--- config.mk ---
export PLATFORM = sky130hd
export DESIGN_NAME = ldpc_parity_check9_flat
export DESIGN_NICKNAME = d
export VERILOG_FILES = /design/src/rtl/ldpc_parity_check9_if.sv /design/src/rtl/ldpc_parity_check9.sv /design/src/flat_wrapper.sv
export SDC_FILE = /design/constraint.sdc
export NUM_CORES = 2
export LEC_CHECK = 0
export BUFFER_PORTS_ARGS = -buffer_cell sky130_fd_sc_hd__buf_2
export CORE_MARGIN = 1.5
export CORE_UTILIZATION = 59
export DETAILED_ROUTE_END_ITERATION = 10
export PLACE_DENSITY_LB_ADDON = 0.12
export RECOVER_POWER = 50
export SYNTH_ARGS = -nofsm -noshare
export SYNTH_HDL_FRONTEND = slang
export SYNTH_SLANG_ARGS = --single-unit
--- constraint.sdc ---
create_clock -name clk -period 7.2 [get_ports clk]
set_input_delay 1.08 -clock clk [delete_from_list [all_inputs] [get_ports clk]]
set_output_delay 1.08 -clock clk [all_outputs]
set_load 0.1 [all_outputs]
--- src/rtl/ldpc_parity_check9_if.sv ---
// ---------------------------------------------------------------------------
// ldpc_parity_check9_if
// Serial hard-decision bit stream feeding the LDPC parity checker.
//
// Handshake: a bit is transferred on every rising clock edge where
// din_valid and din_ready are both high. The source may raise or drop
// din_valid at any time; while din_valid is high, din must hold the bit being
// offered until it is taken. The sink raises din_ready only in states where it
// can consume a bit, regardless of din_valid.
//
// Signals:
//   din_valid  source -> sink  din carries a codeword bit
//   din        source -> sink  hard-decision codeword bit
//   din_ready  sink -> source  sink accepts a bit this cycle
// ---------------------------------------------------------------------------
interface ldpc_parity_check9_if;
    logic din_valid;
    logic din;
    logic din_ready;

    modport master (
        output din_valid,
        output din,
        input  din_ready
    );

    modport slave (
        input  din_valid,
        input  din,
        output din_ready
    );
endinterface

--- src/rtl/ldpc_parity_check9.sv ---
// ---------------------------------------------------------------------------
// ldpc_parity_check9
// Receive-side parity check for the 360-parallel LDPC code. A codeword arrives
// serially: 4320 information bits (12 groups of 360), then 360 parity bits in
// index order 359 down to 0. The parity accumulator is rebuilt from the
// information bits using the 12-row generator ROM, then compared bit by bit
// with the received parity.
//
// Ports:
//   clk        system clock
//   rst_n      asynchronous active-low reset
//   start      one-cycle pulse, starts a check (ignored while busy)
//   bus        slave side of the serial bit stream (din_valid/din/din_ready)
//   rom_addr   generator ROM row address (group index)
//   rom_data   ROM row, valid one clock after rom_addr changes
//   busy       high from start acceptance until chk_done
//   chk_done   one-cycle pulse when the check completes
//   chk_pass   all parity bits matched; held until next start
//   err_cnt    number of mismatching parity bits; held until next start
//   dbg_state  current FSM state encoding
// ---------------------------------------------------------------------------
module ldpc_parity_check9 #(
    parameter int Z      = 360,
    parameter int NGRP   = 12,
    parameter int ROM_AW = 4,
    parameter int CW     = 9
) (
    input  logic                  clk,
    input  logic                  rst_n,
    input  logic                  start,
    ldpc_parity_check9_if.slave   bus,
    output logic [ROM_AW-1:0]     rom_addr,
    input  logic [Z-1:0]          rom_data,
    output logic                  busy,
    output logic                  chk_done,
    output logic                  chk_pass,
    output logic [CW-1:0]         err_cnt,
    output logic [2:0]            dbg_state
);

    typedef enum logic [2:0] {
        S_IDLE   = 3'd0,
        S_FETCH0 = 3'd1,
        S_FETCH1 = 3'd2,
        S_INFO   = 3'd3,
        S_PARITY = 3'd4,
        S_DONE   = 3'd5
    } state_t;

    localparam logic [CW-1:0]     LAST_POS = CW'(Z - 1);
    localparam logic [ROM_AW-1:0] LAST_GRP = ROM_AW'(NGRP - 1);

    state_t              state;
    logic [Z-1:0]        acc;
    logic [Z-1:0]        row;
    logic [ROM_AW-1:0]   grp;
    logic [CW-1:0]       bit_cnt;
    logic [CW-1:0]       idx;

    logic                beat;
    logic                mismatch;
    logic [CW-1:0]       err_next;

    assign beat      = bus.din_valid & bus.din_ready;
    assign mismatch  = bus.din ^ acc[idx];
    assign err_next  = err_cnt + CW'(mismatch);
    assign dbg_state = state;

    always_ff @(posedge clk or negedge rst_n) begin
        if (!rst_n) begin
            state         <= S_IDLE;
            acc           <= '0;
            row           <= '0;
            grp           <= '0;
            bit_cnt       <= '0;
            idx           <= '0;
            rom_addr      <= '0;
            bus.din_ready <= 1'b0;
            busy          <= 1'b0;
            chk_done      <= 1'b0;
            chk_pass      <= 1'b0;
            err_cnt       <= '0;
        end else begin
            chk_done <= 1'b0;
            case (state)
                S_IDLE: begin
                    if (start) begin
                        acc      <= '0;
                        err_cnt  <= '0;
                        chk_pass <= 1'b0;
                        grp      <= '0;
                        bit_cnt  <= '0;
                        rom_addr <= '0;
                        busy     <= 1'b1;
                        state    <= S_FETCH0;
                    end
                end

                // rom_addr already equals grp here; the synchronous ROM
                // registers it at the end of this cycle.
                S_FETCH0: begin
                    state <= S_FETCH1;
                end

                S_FETCH1: begin
                    row           <= rom_data;
                    bus.din_ready <= 1'b1;
                    state         <= S_INFO;
                end

                S_INFO: begin
                    if (beat) begin
                        if (bus.din) begin
                            acc <= acc ^ row;
                        end
                        // Rotate right: bit i of the next position's row is
                        // bit i+1 of this one, matching the encoder.
                        row <= {row[0], row[Z-1:1]};
                        if (bit_cnt == LAST_POS) begin
                            bit_cnt <= '0;
                            if (grp == LAST_GRP) begin
                                idx   <= LAST_POS;
                                state <= S_PARITY;
                            end else begin
                                grp           <= grp + 1'b1;
                                rom_addr      <= grp + 1'b1;
                                bus.din_ready <= 1'b0;
                                state         <= S_FETCH0;
                            end
                        end else begin
                            bit_cnt <= bit_cnt + 1'b1;
                        end
                    end
                end

                S_PARITY: begin
                    if (beat) begin
                        err_cnt <= err_next;
                        if (idx == '0) begin
                            chk_done      <= 1'b1;
                            chk_pass      <= (err_next == '0);
                            busy          <= 1'b0;
                            bus.din_ready <= 1'b0;
                            state         <= S_DONE;
                        end else begin
                            idx <= idx - 1'b1;
                        end
                    end
                end

                S_DONE: begin
                    state <= S_IDLE;
                end

                default: begin
                    state <= S_IDLE;
                end
            endcase
        end
    end

endmodule

--- src/flat_wrapper.sv ---
// flat-port wrapper written by rule: the top's interface ports become plain ports
module ldpc_parity_check9_flat 
#(
    parameter int Z      = 360,
    parameter int NGRP   = 12,
    parameter int ROM_AW = 4,
    parameter int CW     = 9
)
  (clk, rst_n, start, rom_addr, rom_data, busy, chk_done, chk_pass, err_cnt, dbg_state, bus_din_valid, bus_din, bus_din_ready);
  ldpc_parity_check9_if bus_i ();
  input  logic clk;
  input  logic rst_n;
  input  logic start;
  output logic [ROM_AW-1:0] rom_addr;
  input  logic [Z-1:0] rom_data;
  output logic busy;
  output logic chk_done;
  output logic chk_pass;
  output logic [CW-1:0] err_cnt;
  output logic [2:0] dbg_state;
  input wire logic [$bits(bus_i.din_valid)-1:0] bus_din_valid;
  input wire logic [$bits(bus_i.din)-1:0] bus_din;
  output wire logic [$bits(bus_i.din_ready)-1:0] bus_din_ready;
  assign bus_i.din_valid = bus_din_valid;
  assign bus_i.din = bus_din;
  assign bus_din_ready = bus_i.din_ready;
  ldpc_parity_check9 #(.Z(Z), .NGRP(NGRP), .ROM_AW(ROM_AW), .CW(CW)) u_core (.clk(clk), .rst_n(rst_n), .start(start), .bus(bus_i), .rom_addr(rom_addr), .rom_data(rom_data), .busy(busy), .chk_done(chk_done), .chk_pass(chk_pass), .err_cnt(err_cnt), .dbg_state(dbg_state));
endmodule
==> impl_metrics.toml <==
[cells_and_area]
layout.nets = 4210
antenna_cells = 0
area_growth_pct = 12.8
multi_input_area_um2 = 16700
drive_above_1_share_pct = 15.2
fillCellCount = 4966
register_area_um2 = 19000

[floorplanning]
die_width_um = 252
fp.dieH_um = 252
core_um2 = 61600
start_util_pct = 59.6
die-area_um2 = 63700
pin_count = 385
fp-row-count = 91

[detailed_routing]
drtIter0Drc = 2283
met2_length_mm = 42.1
viasPerCell = 5.57
drc = 0
top_layer_used = "met4"
met1_length_mm = 40.8
wl_per_cell_um = 19.3
met3_length_mm = 5.78
ant_nets = 0
routed_wl_mm = 91.5
vias = 26359
firstDrtPassIters = 7

[run]
maxCapViolations = 4

[pwr]
p_int_mw = 9.25
p_per_area_nw_per_um2 = 321
p_sw_mw = 4.04
comb_power_share_pct = 18.8
p_leak_nw = 20.4
totalPowerFinal_mw = 13.3
vdd_drop_max_mv = 0.206
pwr-share-clk_pct = 29.7
seq_power_share_pct = 51.4
switching_share_pct = 30.4

[synthesis]
netlist.area_leader.share_pct = 51.7
ys_types = 61
async_flop_share_pct = 100
ys_top_cells_by_count = "nand2_1 (786), dfrtp_1 (758), mux2i_1 (405)"
ys_seq_area_share_pct = 51.7
ys_top_cells_by_area = "dfrtp_1 (52%), mux2i_1 (11%), xor2_1 (8.7%)"
synth-edff-count = 0
ys_ff_latch = 758
syn_nets = 3960
yosys.area.top_type = "dfrtp_1"
avgSynthCellArea_um2 = 10.2
syn-cell-area_um2 = 36700
synthFlopType = "dfrtp_1"
yosysWarnings = 0
synth_most_common_cell = "nand2_1"
synth_cells = 3590

[clock_tree]
post_cts_buffers = 0
cts_hold_buf = 0
cts_root_buf = "clkbuf_16"
cts_tree = "built"
clk_pin_slew_worst_paths_ns = 0.06
cts_buffers = 80
htreeDepth = 3
cts_resized = 0
clock-sinks = 758
cts_buffer_depth = 3
clk_latency_ns = 0.61

[critical_path]
crit_arrival_ns = 5.60
crit_path_cell_trace = "clkbuf_1 > clkbuf_2"
crit_fanout = 73
worstSetupEndpointType = "async pin"
cp_num_buf_inv = 2
critical_path_class = "in -> async"
startpoint_type = "input port"
slowest_stage = "clkbuf_1"
cp.required_ns = 7.43
cpPeakStageDelay_ns = 2.93
crit_family = "buffers and inverters"
r2r_slack_ns = 1.95

[run_status]
status = "complete, but fails checks"
violations = "capacitance limit, slew limit"

[sta]
drv_slew = 241
hold_viol = 0
slew_headroom_pct = -184
tns_ns = 0
fmax_mhz = 186
finClkSkew_ns = 0.0202
grt_setup_unrepaired = "no"
fin_crit_ns = 5.37
tightest_slew_ns = 4.26
setup_viol = 0
hold_ws_ns = 0.475
period_share_pct = 74.6

[placed_design]
post-dp-hpwl_mm = 60.9
placement.io_buffers = 384
gp_congestion = 0.876

[global_route]
antenna_found_initial = 1
grt_pass1_wl_mm = 144
grt_usage_pct = 28.9
grt.overflow.total = 0
grt_max_degree = 199
grt_pass1_vias = 25920

[hold_path]
hold_path_class = "reg -> reg"
-- routing by layer --
metal	vias to the layer above	track usage [%]
met4	0	10.2
met1	12964	41.9
met2	766	44.1
li1	12482	-
met3	147	5.26
met5	-	0
-- placed cells by master, fill, tap and decap left out, drive strengths merged, types with 15 or more instances in the layout --
master  instances
a21oi          15
o21ai         402
nand2         786
xor2          364
nor2          385
mux2i         405
clkbuf        127
buf           404
dfrtp         758
mux4           77
nand3          15
-- through the flow --
stage | setup slack (ns) | instances | cell area, um^2 | utilization (%)
detailed placement | 1.96 | 4595 | 39000 | 63.3
CTS | 1.93 | 4730 | 41400 | 67.3
global placement | 2.03 | 4595 | 39000 | 63.3
finish | 1.83 | 4730 | 41400 | 67.2
floorplan | 3.02 | 3590 | 36700 | -
global route | 0.825 | 4730 | 41400 | 67.2
-- state kept, by name, indices dropped and copies added, names as in the netlist, 3 cells and up --
signal            flops
u_core.acc          360
u_core.row          360
u_core.bit_cnt        9
u_core.err_cnt        9
u_core.idx            9
u_core.rom_addr       4
u_core.dbg_state      3
-- path summary, 6_finish.rpt --
kind,from,to,cells after the start
worst max-delay path,rst_n,u_core.idx[1],2
worst min-delay path,u_core.bit_cnt[8],u_core.bit_cnt[8],1
min in group asynchronous,rst_n,u_core.row[314],1
worst min register to register,u_core.bit_cnt[8],u_core.bit_cnt[8],1
worst max register to register,u_core.idx[2],u_core.chk_pass,16
max in group clk,u_core.idx[2],u_core.chk_pass,16
-- kinds of logic after synthesis --
logic type,after synthesis,share of synthesized area [%]
XOR/XNOR,372,8.88
buffers and inverters,245,2.96
multiplexers,487,16.1
adder cells (fa/ha/maj),5,0.170
AND/OR/NAND/NOR,1260,13.5
flip-flops,758,51.7
AO/OA/AOI/OAI,463,6.70
-- power by group through the flow --
stage | Combinational, mW | Clock, mW | Sequential, mW
finish | 2.50 | 3.95 | 6.83
global route | 2.88 | 4.19 | 6.97
CTS | 2.53 | 4.01 | 6.81
detailed placement | 2.49 | 0 | 6.86
floorplan | 1.95 | 0 | 6.43
global placement | 2.37 | 0 | 6.86
-- cell type report --
class                   count  area share, %
repair buffers            409           5.44
flip-flops and latches    758           45.8
clock inverters            13          0.293
inverters                   4         0.0363
well taps                 837           2.53
multi-input cells        2587           40.2
clock buffers             122           5.63
Power figures use the tool's default switching activity.
